$ cat config.mk
export PLATFORM = sky130hd
export DESIGN_NAME = mem_access_unit
export DESIGN_NICKNAME = d
export VERILOG_FILES = /design/src/rtl/mem_access_unit.sv
export SDC_FILE = /design/constraint.sdc
export NUM_CORES = 1
export LEC_CHECK = 0
export CORE_UTILIZATION = 40
export CTS_CLUSTER_SIZE = 40
export DETAILED_ROUTE_END_ITERATION = 7
export PLACE_DENSITY = 0.86
export SYNTH_ARGS = -nofsm -noshare
export SYNTH_HDL_FRONTEND = slang
export SYNTH_SLANG_ARGS = --single-unit
$ cat constraint.sdc
create_clock -name clk -period 2.1 [get_ports clk]
set_input_delay 0.315 -clock clk [delete_from_list [all_inputs] [get_ports clk]]
set_output_delay 0.315 -clock clk [all_outputs]
set_load 0.05 [all_outputs]
$ cat src/rtl/mem_access_unit.sv
// Memory-stage load/store unit: turns one M-stage load/store into a single
// valid/ready bus access, stalls the pipeline meanwhile and returns extended load data.
module mem_access_unit #(
    parameter int TIMEOUT = 255,
    parameter int CNT_W   = 8
) (
    input  logic        clk,
    input  logic        reset,
    input  logic        MemReadM,
    input  logic        MemWriteM,
    input  logic [2:0]  Funct3M,
    input  logic [31:0] ALUResultM,
    input  logic [31:0] WriteDataM,
    output logic [31:0] ReadDataM,
    output logic        StallM,
    output logic        MisalignM,
    output logic        BusErrM,
    output logic        bus_req_valid,
    input  logic        bus_req_ready,
    output logic        bus_req_we,
    output logic [31:0] bus_req_addr,
    output logic [31:0] bus_req_wdata,
    output logic [3:0]  bus_req_be,
    input  logic        bus_rsp_valid,
    input  logic [31:0] bus_rsp_rdata
);

    typedef enum logic [1:0] {IDLE, REQ, RSP, DONE} state_t;

    localparam logic [CNT_W-1:0] CNT_LAST = CNT_W'(TIMEOUT - 1);

    state_t           state_q, state_d;
    logic [CNT_W-1:0] cnt_q, cnt_d;
    logic             req_we_q, req_we_d;
    logic [31:0]      req_addr_q, req_addr_d;
    logic [31:0]      req_wdata_q, req_wdata_d;
    logic [3:0]       req_be_q, req_be_d;
    logic [31:0]      read_data_q, read_data_d;
    logic             misalign_q, misalign_d;
    logic             bus_err_q, bus_err_d;
    logic [2:0]       funct3_q, funct3_d;
    logic [1:0]       lane_q, lane_d;

    logic             access;
    logic             is_write;
    logic [1:0]       lane;
    logic             misaligned;
    logic [3:0]       store_be;
    logic [31:0]      store_wdata;
    logic [7:0]       load_byte;
    logic [15:0]      load_half;
    logic [31:0]      load_data;

    // Funct3M[1:0] selects the size; codes 10 and 11 both behave as a word.
    always_comb begin
        access      = MemReadM | MemWriteM;
        is_write    = MemWriteM & ~MemReadM;
        lane        = ALUResultM[1:0];
        misaligned  = 1'b0;
        store_be    = 4'b1111;
        store_wdata = WriteDataM;
        case (Funct3M[1:0])
            2'b00: begin
                store_be    = 4'b0001 << lane;
                store_wdata = {4{WriteDataM[7:0]}};
            end
            2'b01: begin
                misaligned  = lane[0];
                store_be    = lane[1] ? 4'b1100 : 4'b0011;
                store_wdata = {2{WriteDataM[15:0]}};
            end
            default: misaligned = (lane != 2'b00);
        endcase
    end

    // Lane and sign info come from the latched request, not the live M-stage inputs.
    always_comb begin
        load_byte = bus_rsp_rdata[7:0];
        case (lane_q)
            2'b01:   load_byte = bus_rsp_rdata[15:8];
            2'b10:   load_byte = bus_rsp_rdata[23:16];
            2'b11:   load_byte = bus_rsp_rdata[31:24];
            default: load_byte = bus_rsp_rdata[7:0];
        endcase
        load_half = lane_q[1] ? bus_rsp_rdata[31:16] : bus_rsp_rdata[15:0];
        case (funct3_q[1:0])
            2'b00:   load_data = {{24{load_byte[7] & ~funct3_q[2]}}, load_byte};
            2'b01:   load_data = {{16{load_half[15] & ~funct3_q[2]}}, load_half};
            default: load_data = bus_rsp_rdata;
        endcase
    end

    always_comb begin
        state_d     = state_q;
        cnt_d       = cnt_q;
        req_we_d    = req_we_q;
        req_addr_d  = req_addr_q;
        req_wdata_d = req_wdata_q;
        req_be_d    = req_be_q;
        read_data_d = read_data_q;
        misalign_d  = 1'b0;
        bus_err_d   = 1'b0;
        funct3_d    = funct3_q;
        lane_d      = lane_q;
        case (state_q)
            IDLE: begin
                if (access && misaligned) begin
                    misalign_d  = 1'b1;
                    read_data_d = 32'h0;
                    state_d     = DONE;
                end else if (access) begin
                    req_we_d    = is_write;
                    req_addr_d  = {ALUResultM[31:2], 2'b00};
                    req_wdata_d = store_wdata;
                    req_be_d    = store_be;
                    funct3_d    = Funct3M;
                    lane_d      = lane;
                    cnt_d       = '0;
                    state_d     = REQ;
                end
            end
            REQ: begin
                if (bus_req_ready) begin
                    cnt_d   = '0;
                    state_d = req_we_q ? DONE : RSP;
                end else if (cnt_q == CNT_LAST) begin
                    bus_err_d   = 1'b1;
                    read_data_d = 32'h0;
                    state_d     = DONE;
                end else begin
                    cnt_d = cnt_q + 1'b1;
                end
            end
            RSP: begin
                if (bus_rsp_valid) begin
                    read_data_d = load_data;
                    state_d     = DONE;
                end else if (cnt_q == CNT_LAST) begin
                    bus_err_d   = 1'b1;
                    read_data_d = 32'h0;
                    state_d     = DONE;
                end else begin
                    cnt_d = cnt_q + 1'b1;
                end
            end
            default: state_d = IDLE;
        endcase
    end

    always_ff @(posedge clk or negedge reset) begin
        if (!reset) begin
            state_q     <= IDLE;
            cnt_q       <= '0;
            req_we_q    <= 1'b0;
            req_addr_q  <= 32'h0;
            req_wdata_q <= 32'h0;
            req_be_q    <= 4'h0;
            read_data_q <= 32'h0;
            misalign_q  <= 1'b0;
            bus_err_q   <= 1'b0;
            funct3_q    <= 3'h0;
            lane_q      <= 2'h0;
        end else begin
            state_q     <= state_d;
            cnt_q       <= cnt_d;
            req_we_q    <= req_we_d;
            req_addr_q  <= req_addr_d;
            req_wdata_q <= req_wdata_d;
            req_be_q    <= req_be_d;
            read_data_q <= read_data_d;
            misalign_q  <= misalign_d;
            bus_err_q   <= bus_err_d;
            funct3_q    <= funct3_d;
            lane_q      <= lane_d;
        end
    end

    // Gating with reset keeps the pipeline free while reset is held with an access pending.
    assign StallM        = reset & (state_q != DONE) & ((state_q != IDLE) | access);
    assign bus_req_valid = (state_q == REQ);
    assign bus_req_we    = req_we_q;
    assign bus_req_addr  = req_addr_q;
    assign bus_req_wdata = req_wdata_q;
    assign bus_req_be    = req_be_q;
    assign ReadDataM     = read_data_q;
    assign MisalignM     = misalign_q;
    assign BusErrM       = bus_err_q;

endmodule

== After elaboration in Yosys (flattened, before gate mapping) ==
Cells that the tools add are included.
Operators by class
  reduce and logical (&&, ||, !) cells: 10
  bitwise logic cells: 10
  shifts and indexed selects: 1
  equal/unequal tests: 15
  add/subtract/negate cells: 1
  mux-type cells: 31
Operators with widths (count)
  2-to-1 mux 32 bit: 4
  case mux 32 bit (2 select lines): 2
  case mux 32 bit (3 select lines): 1
  case mux 8 bit (3 select lines): 2
  2-to-1 mux 8 bit: 5
  2-to-1 mux 16 bit: 1
  inequality test 2 bit, second input constant: 6
  2-to-1 mux 2 bit: 5
  adder 8 x 1 -> 8 bit, second input constant: 1
  equality test 2 x 1 -> 1 bit, second input constant: 4
  equality test 8 bit, second input constant: 1
  case mux 4 bit (2 select lines): 1
  equality test 2 bit, second input constant: 3
  zero test 2 bit: 3
  2-to-1 mux 1 bit: 6
  case mux 2 bit (3 select lines): 1
  AND reduction 3 bit: 2
  bitwise AND 1 bit: 5
  2-to-1 mux 4 bit: 1
  case mux 1 bit (2 select lines): 2
  AND reduction 4 bit: 1
  nonzero test 2 bit: 2
  left shift 1 x 2 -> 4 bit, first input constant: 1
  inequality test 3 bit, second input constant: 1
  4 further kinds: 7
Word-level totals
  word-level logic and storage cells: 79
  flip-flop bits (word level): 116

== Longest topological paths before layout ==
  depth in word-level cells: 6
  mapped depth: 8
  gate-level depth less buffers: 6

== Worst setup path after synthesis ==
Ideal clock, no wire load.
  path kind: register to output
  start: register state_q[0]
  end: output StallM
  setup slack: -275 ps
  cell stages (with the launch flop): 5
  data required time: 1785 ps
  arrival time: 2060 ps
  cells stage by stage: dfrtp_1 inv_1 ha_1 nor3b_4 nor3b_1
On the way
  word-level cells in the longest chain between the ends: 3
RTL lines
  from (decl): RTL line 32  | state_t state_q, state_d;
  from (signal assigned): RTL line 164  | state_q <= state_d;
  inequality test 2 bit / nonzero test 2 bit (equally long branches): RTL line 179  | assign StallM = reset & (state_q != DONE) & ((state_q != IDLE) | access);
  bitwise AND 1 bit / OR 1 bit (equally long branches): RTL line 179
  bitwise AND 1 bit *: RTL line 179
  to (decl): RTL line 15  | output logic StallM,
Mark *: on every way between the ends. The rest lies on a longest branch, timed or not.

== Final worst setup path ==
  start: register state_q[1]
  end: output StallM
Same word-level chain as after synthesis.

==> impl_metrics.toml <==
[sta]
fmax_mhz = 506
relSlewSlack = 0.507
finClkSkew_ps = 9.14
finalHoldViolations = 0
maxSlewViolCount = 0
min_period_ps = 1980
fin_crit_sh = 0.942
holdWs_ps = 28.8
rsz0062_at_grt = "no"
worst_pin_slew_ps = 737
finalSetupViolations = 0

[power_and_ir_drop]
ir_worst_vdd_mv = 1.19
p_per_area_nw_per_um2 = 1690
p_seq_frac = 0.249
p_sw_frac = 0.449
finalPower_uw = 15000
combPwrFrac = 0.562
switchingPower_uw = 6740
p_int_uw = 8260
leakagePower_uw = 0.00396
power_frac_clock = 0.189

[clocking]
cts-root-buf = "clkbuf_16"
clock_sinks = 116
clk_latency_ps = 410
cts_tree = "yes"
htree_levels = 4
clockBufferDepth = 2
cts.clk_slew.worst_paths_ps = 50
cts.hold.buffers_added = 0
cts_buffers = 17

[yosys]
synth_area_um2 = 5820
synth-seq-cells = 116
async_flop_share = 1.00
synth_edf_count = 0
syn_inst = 513
ys_dominant_reg_cell = "dfrtp_1"
synth_compound_area_frac = 0.165
yosys.area_share.simple = 0.106
synth_mux_area_frac = 0.174
synthAdderAreaFrac = 0.0172
synthDistinctLibCells = 55
yosysWarningCount = 0
synth_area_per_cell_um2 = 11.3
synth-xor-area-share = 0
ys_seq_area_frac = 0.499
synth_top_family_by_area = "multiplexers"

[global_routing]
grt_pass1_wl_um = 27100
grt_pass1_vias = 5290
grt_max_degree = 117
groute.usage.overall = 0.236
grt.busiest_layer = "met2"
met3_usage = 0.0771
grt_use_met1 = 0.277
grt_antenna_before_repair = 0
gr-usage-met2 = 0.400
gr-total-overflow = 0

[setup_path]
critPathMostFrequentCell = "nor3b_4"
crit_path_start_kind = "register"
critical_path.startpoint = "state_q[1]$_DFFE_PN0P_"
crit_fanout = 4
critPathKind = "register to output pin"
critPathSlowestCell = "dfrtp_1"
worstReg2RegStart = "state_q[1]$_DFFE_PN0P_"
arrival_ps = 1660
endpoint_kind = "output pin"
cp.required_ps = 1780
crit_chain = "inv_1 -> ha_2 -> nor3b_4 -> nor3b_4 -> buf_12"
max_stage_delay_ps = 380

[die]
chipHeight_um = 123
design.die.area_um2 = 15000
die_w_um = 123
fp-row-count = 43
ios = 210
core_area_um2 = 14000
start_util = 0.415

[drt]
wl_per_cell_um = 18.7
drc = 0
drt-total-wl_um = 17500
routed-via-count = 5076
viasPerCell = 5.43
drt_first_pass_iters = 5
ant_nets = 0
drt_iter0_markers = 329

[placement]
placed_area_um2 = 8290
port-buffer-count = 207
gp_congestion = 0.874
dp_hpwl_um = 12600

[flow_run]
max_cap_violations = 0

[final_layout]
area_growth_pct = 52.6
final_area_um2 = 8890
fillers = 1076
diodes = 0
fin_nets = 854
drive_gt1_frac = 0.180

[hold_path]
hold_class = "input pin to async pin"

[run_status]
status = "completed"
critical path: cells and delay by family, from the launching register on:
family	cells	cell delay [ps]
simple gates	2	430
flops	1	380
buf+inv	2	250
fa+ha+maj	1	200
worst paths after layout:
kind | slack [ps] | end | cells after the start
min in group clk | 480 | bus_req_be[2]$_DFFE_PN0P_ | 2
worst min-delay path | 30 | bus_req_addr[5]$_DFFE_PN0P_ | 2
worst max register to register | 170 | ReadDataM[4]$_DFFE_PN0P_ | 8
max in group asynchronous | 1610 | ReadDataM[26]$_DFFE_PN0P_ | 2
worst min register to register | 480 | bus_req_be[2]$_DFFE_PN0P_ | 2
worst max-delay path | 120 | StallM | 5
timing repair:
action | in CTS | in global routing
resized for setup | 4 | 0
setup buffers | 0 | 1
endpoints found under the setup margin | 7 | 1
pin swaps | 2 | 1
hold endpoints to repair | 0 | 0
placed cells by master (no fill, tap or decap), drive strengths merged, types with 17 or more instances in the layout:
| cell | count |
|---|---|
| clkdlybuf4s50 | 204 |
| dfrtp | 116 |
| mux2 | 51 |
| nand2 | 41 |
| o21ai | 41 |
| buf | 39 |
| nor2b | 33 |
| a21oi | 32 |
| mux2i | 31 |
| clkbuf | 22 |
| nor2 | 17 |
power by group through the flow:
| stage | clock [uW] | combinational (uW) | sequential [uW] |
|---|---|---|---|
| after floorplan | 0 | 2760 | 6440 |
| after global placement | 0 | 8220 | 3680 |
| after detailed placement | 0 | 8410 | 3720 |
| after CTS | 2880 | 8470 | 3740 |
| after global routing | 2980 | 8880 | 3840 |
| final | 2830 | 8440 | 3740 |
cells by family after synthesis:
group	after synthesis
other	1
buffers and inverters	45
DFF	116
muxes	83
AOI/OAI and AO/OA	142
adders and majority gates	8
and+or+nand+nor	118
cell usage after synthesis, drive strengths merged, types with 8 or more instances:
master,count,area share
inv,10,0.0064
ha,8,0.017
a22o,15,0.023
buf,19,0.021
nor2b,33,0.035
clkbuf,16,0.010
o21ai,41,0.035
nor2,17,0.012
nand2,41,0.026
dfrtp,116,0.50
mux2i,31,0.053
a21oi,32,0.028
mux2,51,0.12
o2bb2ai,16,0.024
state kept, by name (all words and copies together) (netlist names), 2 cells and up:
name	count
funct3_q	3
state_q	2
lane_q	2
ReadDataM	32
bus_req_be	4
bus_req_wdata	32
cnt_q	8
bus_req_addr	30
layout make-up:
class / instances / area [um^2] / area share
Multi-Input combinational cell: 353 / 2730 / 0.307
Clock inverter: 10 / 105 / 0.0118
Clock buffer: 22 / 474 / 0.0534
Tap cell: 180 / 225 / 0.0253
Timing Repair Buffer: 243 / 2410 / 0.271
Sequential cell: 116 / 2900 / 0.327
Inverter: 10 / 37.5 / 0.00422
routing by layer:
metal	vias to the layer above	wire length [um]
met5	-	0
met4	0	308
met3	28	1410
met2	243	8780
met1	2479	6950
li1	2326	-
stage by stage:
step                      setup TNS [ps]  instances  setup WS (ps)   util
after global routing                   0        934           41.4  0.633
after detailed placement           -2030        902          -69.7  0.590
after floorplan                        0        514           76.1      -
final                                  0        934            122  0.633
after CTS                              0        934           2.66  0.633
after global placement              -283        902          -16.1  0.590
Note: power is estimated with default switching activity, not from simulation.
